**config.mk**
```make
export PLATFORM = sky130hd
export DESIGN_NAME = riscv_data_bus_decoder_flat
export DESIGN_NICKNAME = d
export VERILOG_FILES = /design/src/rtl/riscv_data_bus_decoder_if.sv /design/src/rtl/riscv_data_bus_decoder.sv /design/src/flat_wrapper.sv
export SDC_FILE = /design/constraint.sdc
export NUM_CORES = 1
export LEC_CHECK = 0
export BUFFER_PORTS_ARGS = -buffer_cell sky130_fd_sc_hd__buf_2
export CAP_MARGIN = 0
export CORE_AREA = 3 3 189 191
export DETAILED_ROUTE_END_ITERATION = 8
export DIE_AREA = 0 0 192 194
export SLEW_MARGIN = 15
export SYNTH_ARGS = -nofsm -noshare
export SYNTH_HDL_FRONTEND = slang
export SYNTH_SLANG_ARGS = --single-unit
```
**constraint.sdc**
```tcl
create_clock -name clk_i -period 5 [get_ports clk_i]
set_input_delay 1.25 -clock clk_i [delete_from_list [all_inputs] [get_ports clk_i]]
set_output_delay 1.25 -clock clk_i [all_outputs]
set_load 0.005 [all_outputs]
```
**src/rtl/riscv_data_bus_decoder_if.sv**
```systemverilog
// Data-bus bundle between the LSU master port, the address decoder and the
// N_SLAVES slave ports. Slave k read data sits at s_rd_i[32k+31:32k].
interface riscv_data_bus_decoder_if #(
  parameter int unsigned N_SLAVES = 8
) ();

  // Master side
  logic                      m_req_i;
  logic                      m_we_i;
  logic [3:0]                m_be_i;
  logic [31:0]               m_addr_i;
  logic [31:0]               m_wd_i;
  logic [31:0]               m_rd_o;
  logic                      m_ready_o;
  logic                      m_err_o;

  // Slave side
  logic [N_SLAVES-1:0]       s_req_o;
  logic                      s_we_o;
  logic [3:0]                s_be_o;
  logic [31:0]               s_addr_o;
  logic [31:0]               s_wd_o;
  logic [32*N_SLAVES-1:0]    s_rd_i;
  logic [N_SLAVES-1:0]       s_ready_i;

  // LSU view
  modport master (
    output m_req_i, m_we_i, m_be_i, m_addr_i, m_wd_i,
    input  m_rd_o, m_ready_o, m_err_o
  );

  // Slave devices' view
  modport slave (
    input  s_req_o, s_we_o, s_be_o, s_addr_o, s_wd_o,
    output s_rd_i, s_ready_i
  );

  // Decoder view: sits between master and slaves
  modport decoder (
    input  m_req_i, m_we_i, m_be_i, m_addr_i, m_wd_i,
    output m_rd_o, m_ready_o, m_err_o,
    output s_req_o, s_we_o, s_be_o, s_addr_o, s_wd_o,
    input  s_rd_i, s_ready_i
  );

endinterface

```
**src/rtl/riscv_data_bus_decoder.sv**
```systemverilog
// Data-bus decoder: routes one LSU master to N_SLAVES slaves selected by
// address bits [31:24]. Tracks multi-cycle ready per transaction, returns a
// bus error for unmapped addresses or unresponsive slaves, and counts errors.
module riscv_data_bus_decoder #(
  parameter int unsigned          N_SLAVES   = 8,
  parameter logic [N_SLAVES-1:0]  SLAVE_MASK = '1,
  parameter int unsigned          TIMEOUT    = 16,
  parameter logic [31:0]          ERR_DATA   = 32'hDEAD_BEEF
) (
  input  logic                              clk_i,
  input  logic                              resetn_i,
  riscv_data_bus_decoder_if.decoder         bus,
  output logic [15:0]                       err_cnt_o,
  output logic [31:0]                       err_addr_o
);

  localparam int unsigned CntW = ($clog2(TIMEOUT) < 1) ? 1 : $clog2(TIMEOUT);
  localparam logic [CntW-1:0] CntLast = CntW'(TIMEOUT - 1);
  // Presence mask widened to the full 8-bit selector range; indices at or
  // above N_SLAVES read as absent.
  localparam logic [255:0] MaskExt = 256'(SLAVE_MASK);

  localparam logic [1:0] StIdle = 2'd0;
  localparam logic [1:0] StBusy = 2'd1;
  localparam logic [1:0] StErr  = 2'd2;

  logic [1:0]      state_q, state_d;
  logic [7:0]      sel_q, sel_d;
  logic [CntW-1:0] cnt_q, cnt_d;
  logic [15:0]     err_cnt_q, err_cnt_d;
  logic [31:0]     err_addr_q, err_addr_d;

  logic [7:0]      idx;
  logic            mapped;
  logic [7:0]      cur;
  logic [31:0]     rd_cur;
  logic            ready_cur;
  logic            req_active;
  logic            complete;
  logic            err_rsp;
  logic            log_err;

  assign idx    = bus.m_addr_i[31:24];
  assign mapped = MaskExt[idx];
  // Slave currently addressed: live selector in IDLE, latched one in BUSY.
  assign cur    = (state_q == StBusy) ? sel_q : idx;

  // Read-data / ready mux for the addressed slave
  always_comb begin
    rd_cur    = 32'd0;
    ready_cur = 1'b0;
    for (int k = 0; k < int'(N_SLAVES); k++) begin
      if (cur == 8'(k)) begin
        rd_cur    = bus.s_rd_i[32*k +: 32];
        ready_cur = bus.s_ready_i[k];
      end
    end
  end

  // Request is forwarded only while a mapped transaction is live
  assign req_active = resetn_i && bus.m_req_i &&
                      (((state_q == StIdle) && mapped) || (state_q == StBusy));

  // One-hot slave request
  always_comb begin
    bus.s_req_o = '0;
    for (int k = 0; k < int'(N_SLAVES); k++) begin
      bus.s_req_o[k] = req_active && (cur == 8'(k));
    end
  end

  // Next-state, response and error-bookkeeping logic
  always_comb begin
    state_d    = state_q;
    sel_d      = sel_q;
    cnt_d      = cnt_q;
    err_cnt_d  = err_cnt_q;
    err_addr_d = err_addr_q;
    complete   = 1'b0;
    err_rsp    = 1'b0;
    log_err    = 1'b0;
    case (state_q)
      StIdle: begin
        if (bus.m_req_i) begin
          if (!mapped) begin
            state_d = StErr;
            log_err = 1'b1;
          end else if (ready_cur) begin
            complete = 1'b1;
          end else begin
            sel_d   = idx;
            cnt_d   = CntW'(1);
            state_d = StBusy;
          end
        end
      end
      StBusy: begin
        if (!bus.m_req_i) begin
          // Master abort: drop the slave request without a response
          state_d = StIdle;
          cnt_d   = '0;
        end else if (ready_cur) begin
          complete = 1'b1;
          state_d  = StIdle;
          cnt_d    = '0;
        end else if (cnt_q == CntLast) begin
          state_d = StErr;
          cnt_d   = '0;
          log_err = 1'b1;
        end else begin
          cnt_d = cnt_q + CntW'(1);
        end
      end
      StErr: begin
        // Single-cycle error response; slave ready is ignored here
        err_rsp = 1'b1;
        state_d = StIdle;
      end
      default: begin
        state_d = StIdle;
        cnt_d   = '0;
      end
    endcase
    if (log_err) begin
      err_addr_d = bus.m_addr_i;
      if (err_cnt_q != 16'hFFFF) begin
        err_cnt_d = err_cnt_q + 16'd1;
      end
    end
  end

  // Master response and slave broadcast; everything forced low during reset
  always_comb begin
    bus.m_ready_o = resetn_i && (complete || err_rsp);
    bus.m_err_o   = resetn_i && err_rsp;
    if (!resetn_i) begin
      bus.m_rd_o = 32'd0;
    end else if (err_rsp) begin
      bus.m_rd_o = ERR_DATA;
    end else if (complete) begin
      bus.m_rd_o = rd_cur;
    end else begin
      bus.m_rd_o = 32'd0;
    end
    bus.s_we_o   = resetn_i && bus.m_we_i;
    bus.s_be_o   = resetn_i ? bus.m_be_i : 4'd0;
    bus.s_addr_o = resetn_i ? {8'd0, bus.m_addr_i[23:0]} : 32'd0;
    bus.s_wd_o   = resetn_i ? bus.m_wd_i : 32'd0;
  end

  // State and error registers
  always_ff @(posedge clk_i or negedge resetn_i) begin
    if (!resetn_i) begin
      state_q    <= StIdle;
      sel_q      <= 8'd0;
      cnt_q      <= '0;
      err_cnt_q  <= 16'd0;
      err_addr_q <= 32'd0;
    end else begin
      state_q    <= state_d;
      sel_q      <= sel_d;
      cnt_q      <= cnt_d;
      err_cnt_q  <= err_cnt_d;
      err_addr_q <= err_addr_d;
    end
  end

  assign err_cnt_o  = err_cnt_q;
  assign err_addr_o = err_addr_q;

endmodule

```
**src/flat_wrapper.sv**
```systemverilog
// flat-port wrapper written by rule: the top's interface ports become plain ports
module riscv_data_bus_decoder_flat 
#(
  parameter int unsigned          N_SLAVES   = 8,
  parameter logic [N_SLAVES-1:0]  SLAVE_MASK = '1,
  parameter int unsigned          TIMEOUT    = 16,
  parameter logic [31:0]          ERR_DATA   = 32'hDEAD_BEEF
)
  (clk_i, resetn_i, err_cnt_o, err_addr_o, bus_m_req_i, bus_m_we_i, bus_m_be_i, bus_m_addr_i, bus_m_wd_i, bus_m_rd_o, bus_m_ready_o, bus_m_err_o, bus_s_req_o, bus_s_we_o, bus_s_be_o, bus_s_addr_o, bus_s_wd_o, bus_s_rd_i, bus_s_ready_i);
  riscv_data_bus_decoder_if #(.N_SLAVES(N_SLAVES)) bus_i ();
  input  logic clk_i;
  input  logic resetn_i;
  output logic [15:0] err_cnt_o;
  output logic [31:0] err_addr_o;
  input wire logic [$bits(bus_i.m_req_i)-1:0] bus_m_req_i;
  input wire logic [$bits(bus_i.m_we_i)-1:0] bus_m_we_i;
  input wire logic [$bits(bus_i.m_be_i)-1:0] bus_m_be_i;
  input wire logic [$bits(bus_i.m_addr_i)-1:0] bus_m_addr_i;
  input wire logic [$bits(bus_i.m_wd_i)-1:0] bus_m_wd_i;
  output wire logic [$bits(bus_i.m_rd_o)-1:0] bus_m_rd_o;
  output wire logic [$bits(bus_i.m_ready_o)-1:0] bus_m_ready_o;
  output wire logic [$bits(bus_i.m_err_o)-1:0] bus_m_err_o;
  output wire logic [$bits(bus_i.s_req_o)-1:0] bus_s_req_o;
  output wire logic [$bits(bus_i.s_we_o)-1:0] bus_s_we_o;
  output wire logic [$bits(bus_i.s_be_o)-1:0] bus_s_be_o;
  output wire logic [$bits(bus_i.s_addr_o)-1:0] bus_s_addr_o;
  output wire logic [$bits(bus_i.s_wd_o)-1:0] bus_s_wd_o;
  input wire logic [$bits(bus_i.s_rd_i)-1:0] bus_s_rd_i;
  input wire logic [$bits(bus_i.s_ready_i)-1:0] bus_s_ready_i;
  assign bus_i.m_req_i = bus_m_req_i;
  assign bus_i.m_we_i = bus_m_we_i;
  assign bus_i.m_be_i = bus_m_be_i;
  assign bus_i.m_addr_i = bus_m_addr_i;
  assign bus_i.m_wd_i = bus_m_wd_i;
  assign bus_m_rd_o = bus_i.m_rd_o;
  assign bus_m_ready_o = bus_i.m_ready_o;
  assign bus_m_err_o = bus_i.m_err_o;
  assign bus_s_req_o = bus_i.s_req_o;
  assign bus_s_we_o = bus_i.s_we_o;
  assign bus_s_be_o = bus_i.s_be_o;
  assign bus_s_addr_o = bus_i.s_addr_o;
  assign bus_s_wd_o = bus_i.s_wd_o;
  assign bus_i.s_rd_i = bus_s_rd_i;
  assign bus_i.s_ready_i = bus_s_ready_i;
  riscv_data_bus_decoder #(.N_SLAVES(N_SLAVES), .SLAVE_MASK(SLAVE_MASK), .TIMEOUT(TIMEOUT), .ERR_DATA(ERR_DATA)) u_core (.clk_i(clk_i), .resetn_i(resetn_i), .bus(bus_i), .err_cnt_o(err_cnt_o), .err_addr_o(err_addr_o));
endmodule
```
# After elaboration in Yosys (flattened, before gate mapping)
# Memories as Yosys holds them, arrays and structs flattened.
# Cells that the tools add are included.
[word_totals]
reg_bits = 62
latch_bits = 0
ram_bits = 0
romBits = 256
inputBits = 336
output_inout_bits = 159
wordCells = 99
mem_count = 1
[op_classes]
addsub = 2
mul = 0
div_mod_pow = 0
order_cmp = 1
n_eq_ne = 16
n_shift = 0
mux = 50
bitwise_logic = 2
n_reduce_logical = 22
[mem_list]
columns = ["name", "words", "width", "read_ports", "rd_clocked_by_memory_dff", "wr", "line", "rtl"]
rows = [
  ["(name not given)", 256, 1, 1, 0, 0, "riscv_data_bus_decoder.sv:44", "assign mapped = MaskExt[idx];"],
]
[op_table]
columns = ["operator", "n"]
rows = [
  ["2-to-1 mux 32 bit", 12],
  ["equality test 8 x 3 -> 1 bit (second input constant)", 4],
  ["2-to-1 mux 4 bit", 7],
  ["2-to-1 mux 24 bit", 1],
  ["2-to-1 mux 1 bit", 19],
  ["adder 16 x 1 -> 16 bit (second input constant)", 1],
  ["equality test 8 x 2 -> 1 bit (second input constant)", 2],
  ["inequality test 16 bit (second input constant)", 1],
  ["logical AND 1 bit", 14],
  ["2-to-1 mux 2 bit", 6],
  ["case mux 4 bit (3 select lines)", 1],
  ["< comparator 8 x 9 -> 1 bit (second input constant)", 1],
  ["equality test 8 x 1 -> 1 bit (second input constant)", 1],
  ["zero test 8 bit", 1],
  ["2-to-1 mux 8 bit", 1],
  ["AND reduction 4 bit", 2],
  ["adder 4 x 1 -> 4 bit (second input constant)", 1],
  ["equality test 4 bit (second input constant)", 1],
  ["inequality test 2 bit (second input constant)", 2],
  ["inequality test 4 x 3 -> 1 bit (second input constant)", 1],
  ["case mux 1 bit (2 select lines)", 2],
  ["case mux 2 bit (2 select lines)", 1],
  ["inequality test 3 bit (second input constant)", 1],
  ["AND reduction 3 bit", 1],
  ["7 further kinds", 9],
]

# Longest topological paths before layout
[logic_depth]
depth_word = 18
mapped_depth = 11
mapped_depth_nobuf = 8

# Worst setup path after synthesis
# Ideal clock, no wire load.
[synth_timing]
path_type = "input to output"
startpoint = "in bus_m_addr_i[28]"
endpoint = "out bus_m_rd_o[11]"
arrival_ns = 3.649
required_time_ns = 3.750
slack_ns = 0.101
path_stages = 9
path_buffers = 1
cell_sequence = "or4_1 -> or4b_4 -> and2_1 -> or2_2 -> nand3_1 -> buf_2 -> a221oi_1 -> a211o_1 -> o21ai_0"
[synth_via]
elab_chain_cells = 17
elab_cells_between_ends = 35
classes_between = "eq/ne (7); mux (26); reduce/logical (1); memory (1)"
[synth_rtl]
columns = ["item", "line", "rtl"]
rows = [
  ["from (decl)", "flat_wrapper.sv:18", "input wire logic [$bits(bus_i.m_addr_i)-1:0] bus_m_addr_i;"],
  ["2-to-1 mux 8 bit", "riscv_data_bus_decoder.sv:46", "assign cur = (state_q == StBusy) ? sel_q : idx;"],
  ["zero test 8 bit", "riscv_data_bus_decoder.sv:53", "if (cur == 8'(k)) begin"],
  ["2-to-1 mux 1 bit (8 in series)", "riscv_data_bus_decoder.sv:53", ""],
  ["2-to-1 mux 1 bit", "riscv_data_bus_decoder.sv:88, riscv_data_bus_decoder.sv:102", ""],
  ["2-to-1 mux 1 bit", "riscv_data_bus_decoder.sv:85", "if (!mapped) begin"],
  ["2-to-1 mux 1 bit", "riscv_data_bus_decoder.sv:84", "if (bus.m_req_i) begin"],
  ["case mux 1 bit (2 select lines)", "riscv_data_bus_decoder.sv:82", "case (state_q)"],
  ["2-to-1 mux 32 bit (*)", "riscv_data_bus_decoder.sv:140", "end else if (complete) begin"],
  ["2-to-1 mux 32 bit (*)", "riscv_data_bus_decoder.sv:138", "end else if (err_rsp) begin"],
  ["2-to-1 mux 32 bit (*)", "riscv_data_bus_decoder.sv:136", "if (!resetn_i) begin"],
  ["to (decl)", "flat_wrapper.sv:20", "output wire logic [$bits(bus_i.m_rd_o)-1:0] bus_m_rd_o;"],
]
# Every way passes the cells marked *; elsewhere a longest branch is shown, timed or not. The select of a mux whose other input is x is not followed.

# Worst setup path in the final report
[layout_timing]
startpoint = "in bus_m_addr_i[29]"
endpoint = "out bus_m_rd_o[24]"
# Same word-level chain as after synthesis.

==> impl_results.rst <==
.. list-table::
   :header-rows: 1

   * - Metric
     - Value
   * - Status
     - finished, violations left
   * - Failing checks
     - negative setup slack
   * - Proportion of netlist area held by the largest area contributor
     - 31.7%
   * - Cell type contributing the most total cell area after synthesis
     - dfrtp_1
   * - Number of different library cells in the post-synthesis netlist
     - 56
   * - Highest-count cells in the layout ignoring fill and taps
     - 481 x buf_2, 68 x and2_1, 62 x dfrtp_1, 47 x buf_4, 43 x a221oi_1
   * - Number of instances in the synthesized netlist
     - 549
   * - Layout Area Growth over Synthesis
     - 82.7%
   * - Worst-case vdd ir drop
     - 0.000191 V
   * - Crit path arrival time
     - 3.95 ns
   * - Unrepaired setup endpoints after global routing
     - yes
   * - Final #Nets
     - 1406
   * - Number of rows created at floorplan
     - 68
   * - DRC Markers
     - 0
   * - Routed vias/inst
     - 4.51
   * - Detailed-route via count
     - 6927
   * - Final Cell Area
     - 0.00895 sq mm
   * - Number of clock buffers inserted by TritonCTS
     - 9
   * - First-pass iteration count of the detailed router
     - 5
   * - Number of hold buffers added after cts
     - 0
   * - Syn avg cell area
     - 8.92 sq um
   * - Fin util
     - 26.1%
   * - Main area contributors after synthesis
     - dfrtp_1 32%, and2_1 8.9%, a221oi_1 7.7%
   * - Min-delay worst type
     - reg2reg
   * - WS Path Type
     - in2out
   * - Seq/Total Area, Yosys
     - 31.7%
   * - Final worst hold slack
     - 0.476 ns
   * - Syn Std Cell Area
     - 0.00490 sq mm
   * - Type of element launching the critical path
     - primary input
   * - Fillers
     - 3720
   * - Rel. slew slack
     - 46.8%
   * - Buffer type at the clock tree root
     - clkbuf_16
   * - Primary FF master, synth
     - dfrtp_1
   * - Area of the core
     - 0.0343 sq mm
   * - Die width
     - 192 microns
   * - All-Layer GR Usage
     - 15.0%
   * - Number of violations reported at the end of detailed-routing iteration 0
     - 530
   * - Die Footprint
     - 0.0372 sq mm
   * - Tightest Pin Transition
     - 0.795 ns
   * - Post-placement cell count
     - 1501
   * - HPWL after detailed placement
     - 24.9 mm
   * - Latest clock arrival within the worst-skew pair
     - 0.33 ns
   * - Required time of the critical path
     - 3.75 ns
   * - Number of setup violations in the final report
     - 33
   * - Non-filler instance count after layout
     - 1536
   * - Total power after layout
     - 1.72 mW
   * - Fraction of layout cells with a size suffix above 1
     - 61.2%
   * - Post-placement worst setup slack
     - -0.335 ns
   * - Top-level I/O count
     - 495
   * - Minimum clock period after layout
     - 5.20 ns
   * - Number of sinks handled by clock tree synthesis
     - 62
   * - Aggregate global routing overflow
     - 0
   * - TritonCTS clock tree
     - yes
   * - Clock slew at reported path FFs
     - 0.06 ns
   * - Leading cell type in the layout, fill and taps excluded
     - buf_2
   * - Antenna-violating nets left
     - 0
   * - Worst clock skew
     - 0.00670 ns
   * - Total length of routed wires
     - 31.3 mm
   * - Post-place instance area
     - 0.00828 sq mm
   * - Number of synthesized flops with an enable pin
     - 0
   * - Leakage dissipation
     - 4.46 nW
   * - Power density relative to cell area
     - 192 mW/mm^2
   * - Count of endpoints failing hold in the final timing report
     - 0
   * - Reported max-cap violation count
     - 0
   * - Global placer's final weighted congestion
     - 0.927
   * - Count of state elements after synthesis
     - 62
   * - Endpoint class of the critical path
     - output port
   * - Number of warnings reported in the yosys synthesis log
     - 0
   * - First-pass GRT wire length
     - 42.0 mm
   * - PnR worst setup slack
     - -0.195 ns
   * - Number of buffers added on ports
     - 486
   * - Crit path max fanout
     - 7
   * - Achievable Freq
     - 0.192 GHz
   * - Largest net degree at the start of global routing
     - 123
   * - Number of max-slew violations in the final report
     - 0
   * - Total negative slack
     - -3.23 ns
   * - Overall die height
     - 194 microns
   * - Number of antenna violations at the first check in global routing
     - 11
   * - Largest buffer count on any clock path
     - 2
   * - Ys async rst share
     - 100%
   * - Level count of the clock H-tree
     - 3
   * - Final worst path period share
     - 104%
   * - Mean routed wirelength per cell
     - 20.4 microns
   * - Initial Utilization
     - 14.3%
   * - Vias in the first global route
     - 6981
[where the power goes]
| group | internal [mW] | switching, mW |
|---|---|---|
| clock | 0.337 | 0.247 |
| sequential | 0.577 | 0.0592 |
| combinational | 0.277 | 0.224 |
| total | 1.19 | 0.531 |
[final timing paths]
path                                        start                    to  slack, ns  depth (start not counted)
worst max-delay path             bus_m_addr_i[29]        bus_m_rd_o[24]      -0.20                         11
worst min-delay path              u_core.sel_q[6]       u_core.sel_q[6]       0.48                          1
worst max register to register  u_core.state_q[0]  u_core.err_addr_o[3]       1.39                         11
worst min register to register    u_core.sel_q[6]       u_core.sel_q[6]       0.48                          1
max in group asynchronous                resetn_i  u_core.err_addr_o[3]       3.56                          2
min in group asynchronous                resetn_i     u_core.state_q[0]       0.73                          1
[layout make-up]
cell class | count | area (sq um) | share of cell area [%]
sequential | 62 | 1550 | 17.3
inverter | 8 | 30.0 | 0.335
multi-input combinational | 432 | 3300 | 36.9
antenna | 8 | 20.0 | 0.224
clock inverter | 7 | 50.0 | 0.559
clock buffer | 9 | 225 | 2.52
tap | 455 | 569 | 6.36
timing repair buffer | 555 | 3200 | 35.8
[critical path, cell delays in order]
cell	delay, ns
buf_6	0.10
or4_4	0.57
or4b_4	0.55
buf_6	0.16
a211oi_4	0.23
buf_4	0.16
o2bb2ai_4	0.06
or2_4	0.30
buf_12	0.16
a31oi_1	0.24
buf_2	0.17
[flip-flops by register name (all words and copies together) (netlist names)]
register / flops
u_core.err_cnt_o: 16
u_core.err_addr_o: 32
u_core.cnt_q: 4
u_core.sel_q: 8
u_core.state_q: 2
[per-layer routing]
metal  global-route usage [%]  part of all wire [%]  up-vias
met5                        0                 0.022        -
met4                     6.13                   3.3        2
met3                     3.36                   8.9       54
met2                     27.1                    50      425
met1                     16.9                    38     3280
li1                         -                     -     3166
[repair_timing]
item                                    CTS  global route
endpoints found under the setup margin   33            33
setup buffers                             6             2
gates cloned                              2             3
gates resized for setup                  39            25
pin swaps                                18            16
[Yosys cell counts (3+ instances only)]
cell type / count
a31oi_1: 8
clkbuf_1: 35
inv_1: 8
buf_4: 8
o22ai_1: 11
buf_2: 8
a22o_1: 4
dfrtp_1: 62
a221oi_1: 43
nor2_1: 25
mux2_2: 28
a222oi_1: 20
xnor2_1: 13
or4_1: 4
nand2_1: 27
and3_1: 12
o21ai_0: 20
nand3b_1: 4
a211o_1: 11
nand3_1: 11
a22oi_1: 35
nor2b_1: 3
nand4_1: 10
mux2_4: 5
o21ai_1: 3
and2_1: 70
a21oi_1: 23
[logic make-up (layout without fill, tap and decap cells)]
| kind of cell | count (synthesis) | in the layout | synth area share, % |
|---|---|---|---|
| muxes | 34 | 34 | 8.20 |
| DFF | 62 | 62 | 31.7 |
| other | 1 | 16 | 0.0766 |
| adders and majority gates | 2 | 2 | 0.511 |
| and+or+nand+nor | 183 | 184 | 21.4 |
| xor gates and xnor gates | 14 | 14 | 2.50 |
| buffers and inverters | 63 | 579 | 5.95 |
| AOI/OAI and AO/OA | 190 | 190 | 29.7 |
(Power assumes the default switching activity.)
